## config.mk

```make
export PLATFORM = sky130hd
export DESIGN_NAME = truth_table_sweeper
export DESIGN_NICKNAME = d
export VERILOG_FILES = /design/src/rtl/truth_table_sweeper.sv
export SDC_FILE = /design/constraint.sdc
export NUM_CORES = 1
export LEC_CHECK = 0
export ABC_CLOCK_PERIOD_IN_PS = 3500
export BUFFER_PORTS_ARGS = -buffer_cell sky130_fd_sc_hd__buf_2
export CAP_MARGIN = 20
export CORE_ASPECT_RATIO = 1.4
export CORE_UTILIZATION = 35
export CTS_CLUSTER_SIZE = 16
export DETAILED_ROUTE_END_ITERATION = 8
export PLACE_DENSITY = 0.61
export SLEW_MARGIN = 20
export SYNTH_ARGS = -nofsm -noshare
export SYNTH_HDL_FRONTEND = slang
export SYNTH_SLANG_ARGS = --single-unit
```

## constraint.sdc

```tcl
create_clock -name clk -period 3.5 [get_ports clk]
set_input_delay 0.7 -clock clk [delete_from_list [all_inputs] [get_ports clk]]
set_output_delay 0.7 -clock clk [all_outputs]
set_load 0.02 [all_outputs]
```

## src/rtl/truth_table_sweeper.sv

```systemverilog
// Drives all 16 {a,b,c,d} vectors into a 4-input circuit, captures s1 into a truth table and
// compares it against EXPECTED. Optional FIRST_FAIL_EN macro adds first-mismatch reporting.
module truth_table_sweeper #(
  parameter int          SETTLE_CYCLES = 2,
  parameter logic [15:0] EXPECTED      = 16'h0000
) (
  input  logic        clk,
  input  logic        rst,
  input  logic        start,
  output logic        a,
  output logic        b,
  output logic        c,
  output logic        d,
  input  logic        s1,
  output logic        busy,
  output logic        done,
  output logic        pass,
  output logic [15:0] table_out,
`ifdef FIRST_FAIL_EN
  output logic        first_fail_valid,
  output logic [3:0]  first_fail_idx,
`endif
  output logic [4:0]  mismatch_count
);

  // state | meaning
  // IDLE  | waiting for start after reset, outputs all zero
  // SWEEP | stepping through vectors 0..15, sampling s1 per vector
  // DONE  | sweep complete, table/count/pass held until restart
  typedef enum logic [1:0] {IDLE, SWEEP, DONE} state_t;

  localparam int             CW       = (SETTLE_CYCLES > 1) ? $clog2(SETTLE_CYCLES) : 1;
  localparam logic [CW-1:0]  CNT_LAST = CW'(SETTLE_CYCLES - 1);

  state_t        state;
  logic [3:0]    index;
  logic [CW-1:0] cnt;
  logic          miss;
  logic [4:0]    mm_next;

  assign {a, b, c, d} = index;
  assign miss         = (s1 != EXPECTED[index]);
  assign mm_next      = mismatch_count + 5'(miss);

  always_ff @(posedge clk) begin
    if (rst) begin
      state            <= IDLE;
      index            <= 4'd0;
      cnt              <= '0;
      busy             <= 1'b0;
      done             <= 1'b0;
      pass             <= 1'b0;
      table_out        <= 16'h0000;
      mismatch_count   <= 5'd0;
`ifdef FIRST_FAIL_EN
      first_fail_valid <= 1'b0;
      first_fail_idx   <= 4'd0;
`endif
    end else begin
      case (state)
        IDLE, DONE: begin
          if (start) begin
            state            <= SWEEP;
            index            <= 4'd0;
            cnt              <= '0;
            busy             <= 1'b1;
            done             <= 1'b0;
            pass             <= 1'b0;
            table_out        <= 16'h0000;
            mismatch_count   <= 5'd0;
`ifdef FIRST_FAIL_EN
            first_fail_valid <= 1'b0;
            first_fail_idx   <= 4'd0;
`endif
          end
        end
        SWEEP: begin
          if (cnt == CNT_LAST) begin
            cnt              <= '0;
            table_out[index] <= s1;
            mismatch_count   <= mm_next;
`ifdef FIRST_FAIL_EN
            if (miss && !first_fail_valid) begin
              first_fail_valid <= 1'b1;
              first_fail_idx   <= index;
            end
`endif
            // index wraps to 0 on the last vector so the circuit inputs park at 0000
            index <= index + 4'd1;
            if (index == 4'd15) begin
              state <= DONE;
              busy  <= 1'b0;
              done  <= 1'b1;
              pass  <= (mm_next == 5'd0);
            end
          end else begin
            cnt <= cnt + CW'(1);
          end
        end
        default: state <= IDLE;
      endcase
    end
  end

endmodule

```

# Word level (Yosys, flattened, before mapping)

Memories as Yosys holds them, arrays and structs flattened. A register that Yosys moved wholly into a read port is not among the register bits.
Index checks and enable logic that the tools add are counted.

Logic and storage cells: 62
Input bits: 4
Output and inout port bits: 28
Register bits after elaboration: 31
Memory bits (read-only): 16
Memories: 1

Memory list:

| memory          | depth | bits a word | read ports | clocked after Yosys merged registers in | wr ports | RTL line | text |
|---|---|---|---|---|---|---|---|
| (no name shown) | 16    | 1           | 1          | 1                                       | 0        | 42       | `assign miss = (s1 != EXPECTED[index]);` |

Add/sub/neg operators: 3
Muxes and demuxes: 32
$lt $le $gt $ge: 2
Reductions and logical operators: 9
Eq/ne operators: 7

Operators with widths:

| cell                                                              | count |
|---|---|
| two-way mux 16 bit                                                | 2 |
| one-hot mux 16 bit (2 select lines)                               | 1 |
| bitwise mux 16 bit                                                | 1 |
| two-way mux 4 bit                                                 | 4 |
| two-way mux 1 bit                                                 | 11 |
| two-way mux 5 bit                                                 | 2 |
| one-hot mux 5 bit (2 select lines)                                | 1 |
| one-hot mux 1 bit (2 select lines)                                | 4 |
| one-hot mux 4 bit (2 select lines)                                | 1 |
| two-way mux 2 bit                                                 | 3 |
| inequality test 2 bit, second input constant                      | 3 |
| AND reduction 3 bit                                               | 2 |
| adder 5 x 1 -> 5 bit                                              | 1 |
| logical NOT 5 bit                                                 | 1 |
| < comparator 4 x 5 -> 1 bit, second input constant                | 1 |
| adder 4 x 1 -> 4 bit, second input constant                       | 1 |
| demux 1 bit (select 4 bit)                                        | 1 |
| == test 4 bit, second input constant                              | 1 |
| greater-or-equal comparator 4 x 1 -> 1 bit, second input constant | 1 |
| one-hot mux 2 bit (2 select lines)                                | 1 |
| AND reduction 4 bit                                               | 1 |
| == test 2 x 1 -> 1 bit, second input constant                     | 1 |
| == test 2 bit, second input constant                              | 1 |
| logical NOT 2 bit                                                 | 1 |
| other kinds (6)                                                   | 6 |

# Longest topological paths before layout

Gate-level depths: netlist of run 1.

Word-level depth: 8
Mapped depth: 6
Gate-level depth less buffers: 6

# Worst setup path after synthesis of run 1

Ideal clock, no wire load.

Path kind: in2reg
From: in s1
To: reg pass
Setup slack: 1.564 ns
Setup time: 0.085 ns
Arrival time: 1.852 ns
Cell stages on the path: 4
Path buffers: 0
Cell sequence: ha_1 ha_1 or4_1 o31ai_2

Cells in the longest elaborated chain, start to end: 6

Ends and longest elaborated chain:

| item                               | RTL line | text |
|---|---|---|
| start, declared                    | 14       | `input logic s1,` |
| inequality test 1 bit              | 42       |  |
| adder 5 x 1 -> 5 bit               | 43       | `assign mm_next = mismatch_count + 5'(miss);` |
| logical NOT 5 bit                  | 94       | `pass <= (mm_next == 5'd0);` |
| two-way mux 1 bit                  | 90       | `if (index == 4'd15) begin` |
| two-way mux 1 bit                  | 78       | `if (cnt == CNT_LAST) begin` |
| one-hot mux 1 bit (2 select lines) | 60       | `case (state)` |
| end signal, assigned               | 94       |  |
| end, declared                      | 17       | `output logic pass,` |

Every way passes these cells. The select of a mux whose other input is x is not followed.
A chain may end at the register's enable or synchronous reset.

# Final worst setup path of run 1

From: in start
To: reg index[3]

Cells in the longest elaborated chain, start to end: 2

Ends and longest elaborated chain:

| item                                   | RTL line | text |
|---|---|---|
| start, declared                        | 9        | `input logic start,` |
| inequality test 2 bit (no source line) | -        |  |
| AND reduction 3 bit (no source line)   | -        |  |
| end signal, assigned                   | 89       | `index <= index + 4'd1;` |
| end, declared                          | 36       | `logic [3:0] index;` |

Every way passes these cells.

==> metrics.md, run 1 <==
| Metric | Value |
|---|---|
| Vias | about 1,200 |
| Setup tns final | 0 ns |
| Skew final | about 0.0038 ns |
| Fill cells | 418 |
| Post-synth design cell area | roughly 0.0015 mm^2 |
| Fin crit period | about 1.9 ns |
| Critical path capture point type | flip-flop |
| TritonCTS clock tree | built |
| Root buf cell | clkbuf_8 |
| Largest net degree at the start of global routing | 21 |
| Post-synthesis sequential area ratio | 0.422 |
| Placed insts | between 200 and 250 |
| Syn avg cell area | 8.96 um^2 |
| Max Slew Vio Count | 0 |
| 1st-iter DRT viols | 28 |
| Count of input and output buffers | 31 |
| Leading area contributor after synthesis | dfxtp_1 |
| Register area | slightly above 600 um^2 |
| Kind of critical path | primary input to flip-flop |
| Syn Inst Count | between 150 and 200 |
| Ys flop type | dfxtp_1 |
| CTS Sinks | 31 |
| FFs w/ async S/R, synth | 0 |
| Area delta synth->final | 17.7% |
| Crit-path cells | buf_2, nor2b_1, o2111ai_1, xor2_1, nor3_2 |
| Die ar. | about 0.0045 mm^2 |
| GP Congestion | between 0.7 and 0.8 |
| Top-area cell type share of the netlist area | 0.422 |
| Post-synth cell types | 37 |
| Routed Antenna Nets | 0 |
| RSZ-0062 raised after global routing | false |
| WP data required | about 3.7 ns |
| Reg clk slew, reported paths | 0.07 ns |
| Maximum vdd drop | ~0.2 mV |
| Post-synth EDFFs | 0 |
| Yosys reg bits | 31 |
| Slowest cell on crit path | nor2b_1 |
| Die X | roughly 57 um |
| Hold_buf cts | 0 |
| Layout cells sized above 1 | 0.241 |
| P_leak | between 0.0008 and 0.0009 uW |
| Final WL | 3190 um |
| Worst-path fanout max | 8 |
| Slew of the pin with the lowest slew margin | 0.915 ns |
| Count leader, synth | dfxtp_1 |
| Total core area | 0.00399 mm^2 |
| Chip Height | between 70 and 80 um |
| Final setup fails | 0 |
| CTS H-tree depth | 2 |
| ANT cells | 0 |
| Pwr dens | roughly 420 mW/mm^2 |
| Worst-case clock buffer depth | 2 |
| # IOs | 32 |
| Status | completed |
| Tcrit/Tclk final | 0.535 |
| Layout Cells excl Fill | roughly 240 |
| Final hold slack | ~0.46 ns |
| Rel. slew slack | 0.389 |
| Initial Util | 0.369 |
| Post-CTS Setup Bufs | 0 |
| FP Rows | 27 |
| Initial antenna violation count | 0 |
| WL per Instance | approximately 13 um |
| Hold Path Class | flip-flop to flip-flop |
| Vias per cell | 5.14 |
| CTS resizes | 0 |
| Vias in the first global route | 1,133 |
| Synth Warn # | 0 |
| Pre-Repair DR Iteration Count | 4 |
| Max stage delay on crit path | around 0.73 ns |
| Synth top area cells | dfxtp_1 42%, mux2i_1 8.2%, nand2_1 7.4%, ha_1 5.1%, a21oi_1 4.1% |
| First-pass GRT wire length | 5250 um |
| Commonest cells in the netlist | 31 x dfxtp_1, 29 x nand2_1, 12 x a21oi_1, 12 x mux2i_1 |
| Post-DP HPWL | about 2300 um |
| FMAX | about 0.53 GHz |
| Total CTS buffers | 5 |
| Max_cap viols | 0 |
| GRT Util Overall | 0.155 |
| Clock Latency Late Sink | 0.28 ns |
| Synth Net Count | about 170 |
| Top Family by Delay on Critical Path | simple AND/OR/NAND/NOR gates |
| Final-report hold violation count | 0 |
| Arrival time at the worst endpoint | 2.02 ns |
| Area of the multi-input gates | ~790 um^2 |
| Startpoint types | primary input |
| Crit path buf inv count | 1 |
| Number of remaining DRC errors | 0 |
| Final Net Count | 204 |
| Global route overflow | 0 |
==> state kept, by name, indices dropped and copies added (netlist names) <==
signal,count
busy,1
cnt,1
done,1
index,4
mismatch_count,5
pass,1
state,2
table_out,16
==> worst register-to-register path, stage by stage, from the launching register on <==
cell and delay (ns):
dfxtp_1 0.38, nor2b_1 0.74, o2111ai_1 0.25, xor2_1 0.20, nor3_2 0.05
==> layer usage <==
layer	vias to the layer above	GRT usage	share of wire
li1	622	-	-
met1	562	0.179	0.45
met2	32	0.254	0.48
met3	7	0.0461	0.047
met4	0	0.0878	0.023
met5	-	0	0
==> area by class of cell <==
class,count,share of cell area
clock buffers,7,0.0557
flip-flops and latches,31,0.359
well taps,43,0.0311
inverters,2,0.00434
multi-input cells,123,0.456
clock inverters,1,0.00434
repair buffers,31,0.0897
==> cells in the final DEF (no fill, tap or decap), types with 2 or more instances in the layout <==
cell type  synthesis  routed
nor2b_1            2       2
inv_1              2       2
and2_1             2       2
or3_1              2       2
nand2b_1           5       5
buf_2              3      31
and3_1             2       2
a22oi_1            3       3
dfxtp_1           31      31
a31oi_1            3       3
mux2i_1           12      12
nand2_1           29      29
nand3_1            6       6
nor2_1            10      10
a21oi_1           12      12
xor2_1             2       2
ha_1               6       6
o21ai_0           10      10
nand3b_1           2       2
clkbuf_8           0       7
==> cells by family after synthesis <==
kind of cell	share of synthesized area
buffers and inverters	0.0408
XOR/XNOR	0.0179
adder cells (fa/ha/maj)	0.0511
AND/OR/NAND/NOR	0.252
flip-flops	0.422
AO/OA/AOI/OAI	0.134
multiplexers	0.0817
==> power by group <==
part	leakage, uW	switching, uW	internal (uW)	total (uW)
Combinational	0.000515	33.9	15.4	49.3
Sequential	0.000250	4.91	357	362
Clock	0.0000505	136	179	315
==> path summary, 6_finish.rpt <==
check	startpoint	end	slack, ns	cells past startpoint
worst max register to register	state[0]	index[3]	1.75	4
worst min register to register	table_out[4]	table_out[4]	0.46	2
worst max-delay path	start	index[3]	1.63	5
worst min-delay path	table_out[4]	table_out[4]	0.46	2
==> per-stage QoR <==
step | total power, uW | utilization | cell area [um^2] | worst slack [ns]
floorplan | 409 | - | 1470 | 1.56
global placement | 420 | 0.408 | 1630 | 1.35
detailed placement | 419 | 0.408 | 1630 | 1.32
CTS | 739 | 0.434 | 1730 | 1.63
global route | 755 | 0.434 | 1730 | 1.52
finish | 726 | 0.434 | 1730 | 1.63
(Power assumes the default switching activity.)
==> inputs of run 2 (changes only) <==
--- a/config.mk
+++ b/config.mk
@@ -5,7 +5,8 @@
 export SDC_FILE = /design/constraint.sdc
 export NUM_CORES = 1
 export LEC_CHECK = 0
-export ABC_CLOCK_PERIOD_IN_PS = 3500
+export ABC_AREA = 1
+export ABC_CLOCK_PERIOD_IN_PS = 1800
 export BUFFER_PORTS_ARGS = -buffer_cell sky130_fd_sc_hd__buf_2
 export CAP_MARGIN = 20
 export CORE_ASPECT_RATIO = 1.4
==> constraint.sdc (replaced) <==
create_clock -name clk -period 1.8 [get_ports clk]
set_input_delay 0.36 -clock clk [delete_from_list [all_inputs] [get_ports clk]]
set_output_delay 0.36 -clock clk [all_outputs]
set_load 0.02 [all_outputs]
==> run 2 against run 1 <==
  * Via count grew 23%
  * Worst hold slack worse by 0.13 ns
  * Clock skew rose by 0.0020 ns
  * Register-to-register slack got worse by 1.4 ns
  * Non-clock buffer count is 2 higher
  * Total power increased by 98%
  * Sequential share of layout area is 3.6 points lower
  * Area after synthesis is 11% higher
  * First-iteration DRC count grew 71%
  * Cell count grew 37%
  * Critical path type is now flip-flop to flip-flop
  * Largest cell class unchanged
==> metrics.md, run 2 <==
| Metric | Value |
|---|---|
| Status | completed |
| Routed Antenna Nets | 0 |
| Rel. slew slack | 0.696 |
| Vias | around 1,500 |
| ANT cells | 0 |
| Count of input and output buffers | 31 |
| Root buf cell | clkbuf_8 |
| TritonCTS clock tree | built |
| Total core area | about 0.0045 mm^2 |
| Count leader, synth | nand2_1 |
| # IOs | 32 |
| Worst-case clock buffer depth | 2 |
| Cell mode on critical path | nand2_1 |
| Number of remaining DRC errors | 0 |
| Post-synth EDFFs | 0 |
| Most common cell after layout, fill and taps aside | nand2_1 |
| Pre-Repair DR Iteration Count | 4 |
| Ys flop type | dfxtp_1 |
| Die X | 59.8 um |
| Leading area contributor after synthesis | dfxtp_1 |
| Arrival time at the worst endpoint | 1.67 ns |
| Total CTS buffers | 5 |
| Slowest cell on crit path | dfxtp_1 |
| Top Family by Delay on Critical Path | flip-flops |
| Post-route core utilization | 0.428 |
| Global route overflow | 0 |
| Max_cap viols | 0 |
| CTS resizes | 0 |
| Final WL | about 3600 um |
| GP Congestion | around 0.8 |
| Vias per cell | 4.62 |
| Final setup fails | 0 |
| Chip Height | around 83 um |
| Biggest regs | table_out (16), mismatch_count (5), index (4) |
| Reg clk slew, reported paths | approximately 0.060 ns |
| Skew final | around 0.0058 ns |
| CTS H-tree depth | 2 |
| Initial antenna violation count | 0 |
| CTS Sinks | 31 |
| Max stage delay on crit path | 0.41 ns |
| Fill cells | about 500 |
| GRT Util Overall | 0.166 |
| Commonest cells in the netlist | 60 x nand2_1, 31 x dfxtp_1, 30 x inv_1 |
| Hold Path Class | primary input to flip-flop |
| WL per Instance | roughly 11 um |
| Worst-path fanout max | 6 |
| First-pass GRT wire length | 6330 um |
| Area delta synth->final | 17.4% |
| Yosys reg bits | 31 |
| Startpoint types | flip-flop |
| Syn avg cell area | ~7 um^2 |
| Number of flip-flops under the largest register name | 16 |
| Synth top area cells | dfxtp_1 38%, nand2_1 14%, inv_1 6.9%, a21oi_1 5.8%, nand3_1 5.8% |
| Post-synthesis sequential area ratio | 0.379 |
| Post-synth design cell area | ~0.0016 mm^2 |
| Critical path capture point type | flip-flop |
| Tcrit/Tclk final | 0.809 |
| Largest net degree at the start of global routing | 21 |
| Commonest non-fill, non-tap cells in the layout | 60 x nand2_1, 31 x dfxtp_1, 31 x buf_2, 30 x inv_1, 20 x nor2_1 |
| FP Rows | 29 |
| Kind of critical path | flip-flop to flip-flop |
| Fin crit period | 1.46 ns |
| Synth Warn # | 0 |
| Maximum vdd drop | roughly 0.39 mV |
| Crit path buf inv count | 1 |
| Largest reg by FF count | table_out |
| FMAX | 0.687 GHz |
| Setup tns final | 0 ns |
| Final-report hold violation count | 0 |
| Top-area cell type share of the netlist area | 0.379 |
| WP data required | 2.01 ns |
| Post-synth cell types | 26 |
| Final Net Count | between 200 and 300 |
| Crit-path cells | ha_1, nand2_1, nor2_1, nand2_1, inv_1, nand2_1, a21oi_1 |
| Post-CTS Setup Bufs | 0 |
| Clock Latency Late Sink | between 0.2 and 0.3 ns |
| 1st-iter DRT viols | 48 |
| Slew of the pin with the lowest slew margin | between 0.4 and 0.5 ns |
| Initial Util | 0.364 |
| Post-DP HPWL | 2760 um |
| RSZ-0062 raised after global routing | false |
| Vias in the first global route | approximately 1,500 |
| Die ar. | just under 0.005 mm^2 |
| Layout cells sized above 1 | 0.212 |
| Max Slew Vio Count | 0 |
| Synth Net Count | around 240 |
| FFs w/ async S/R, synth | 0 |
| Pwr dens | around 750 mW/mm^2 |
| Syn Inst Count | about 230 |
| Hold_buf cts | 0 |
| P_leak | ~0.00089 uW |
-- run 2: cell types whose count changed after synthesis, moves of 4 or more --
cell and delta:
nand2_4 +4, nand2_1 +31, inv_2 +4, nand2b_1 -5, nor2_1 +10, nand4_1 +6
o21ai_0 -5, mux2i_1 -12, nor3_1 +4, a21oi_1 +7, inv_1 +28, nand3_1 +13
-- run 2: area by class of cell --
cell class | instances | area (um^2) | area share
multi-input cells | 158 | 828 | 0.430
flip-flops and latches | 31 | 621 | 0.322
inverters | 34 | 128 | 0.0663
repair buffers | 33 | 170 | 0.0884
well taps | 62 | 77.6 | 0.0403
clock buffers | 8 | 100 | 0.0520
-- run 2: final timing paths --
kind / depth (start not counted) / slack (ns) / from / endpoint
max: 7 / 0.34 / index[0] / table_out[15]
max reg2reg: 7 / 0.34 / index[0] / table_out[15]
min: 2 / 0.33 / start / state[1]
min reg2reg: 2 / 0.46 / table_out[12] / table_out[12]
-- run 2: report_power, final --
part / total, uW / switching (uW) / internal (uW)
combinational: 134 / 94.7 / 38.9
sequential: 704 / 9.18 / 694
clock: 602 / 253 / 349
total: 1440 / 357 / 1080
-- run 2: per-layer routing --
layer,track usage,wire (um)
met1,0.178,1540
met2,0.294,1860
met3,0.0421,171
met4,0.0698,50
met5,0,0
-- run 2: stage by stage --
stage	hold slack [ns]	total power (uW)	cells	instance area, um^2	worst slack, ns
after CTS	0.325	1460	326	1920	0.317
after global routing	0.329	1500	326	1920	0.101
after detailed placement	0.455	854	318	1820	0.265
after global placement	0.454	854	318	1820	0.290
after floorplan	0.464	833	231	1640	0.401
final	0.328	1440	326	1920	0.344
-- run 2: cells by family after synthesis --
group | count (synthesis) | share of synthesized area
AO/OA/AOI/OAI | 29 | 0.0908
adder cells (fa/ha/maj) | 6 | 0.0458
buffers and inverters | 42 | 0.116
flip-flops | 31 | 0.379
AND/OR/NAND/NOR | 123 | 0.369
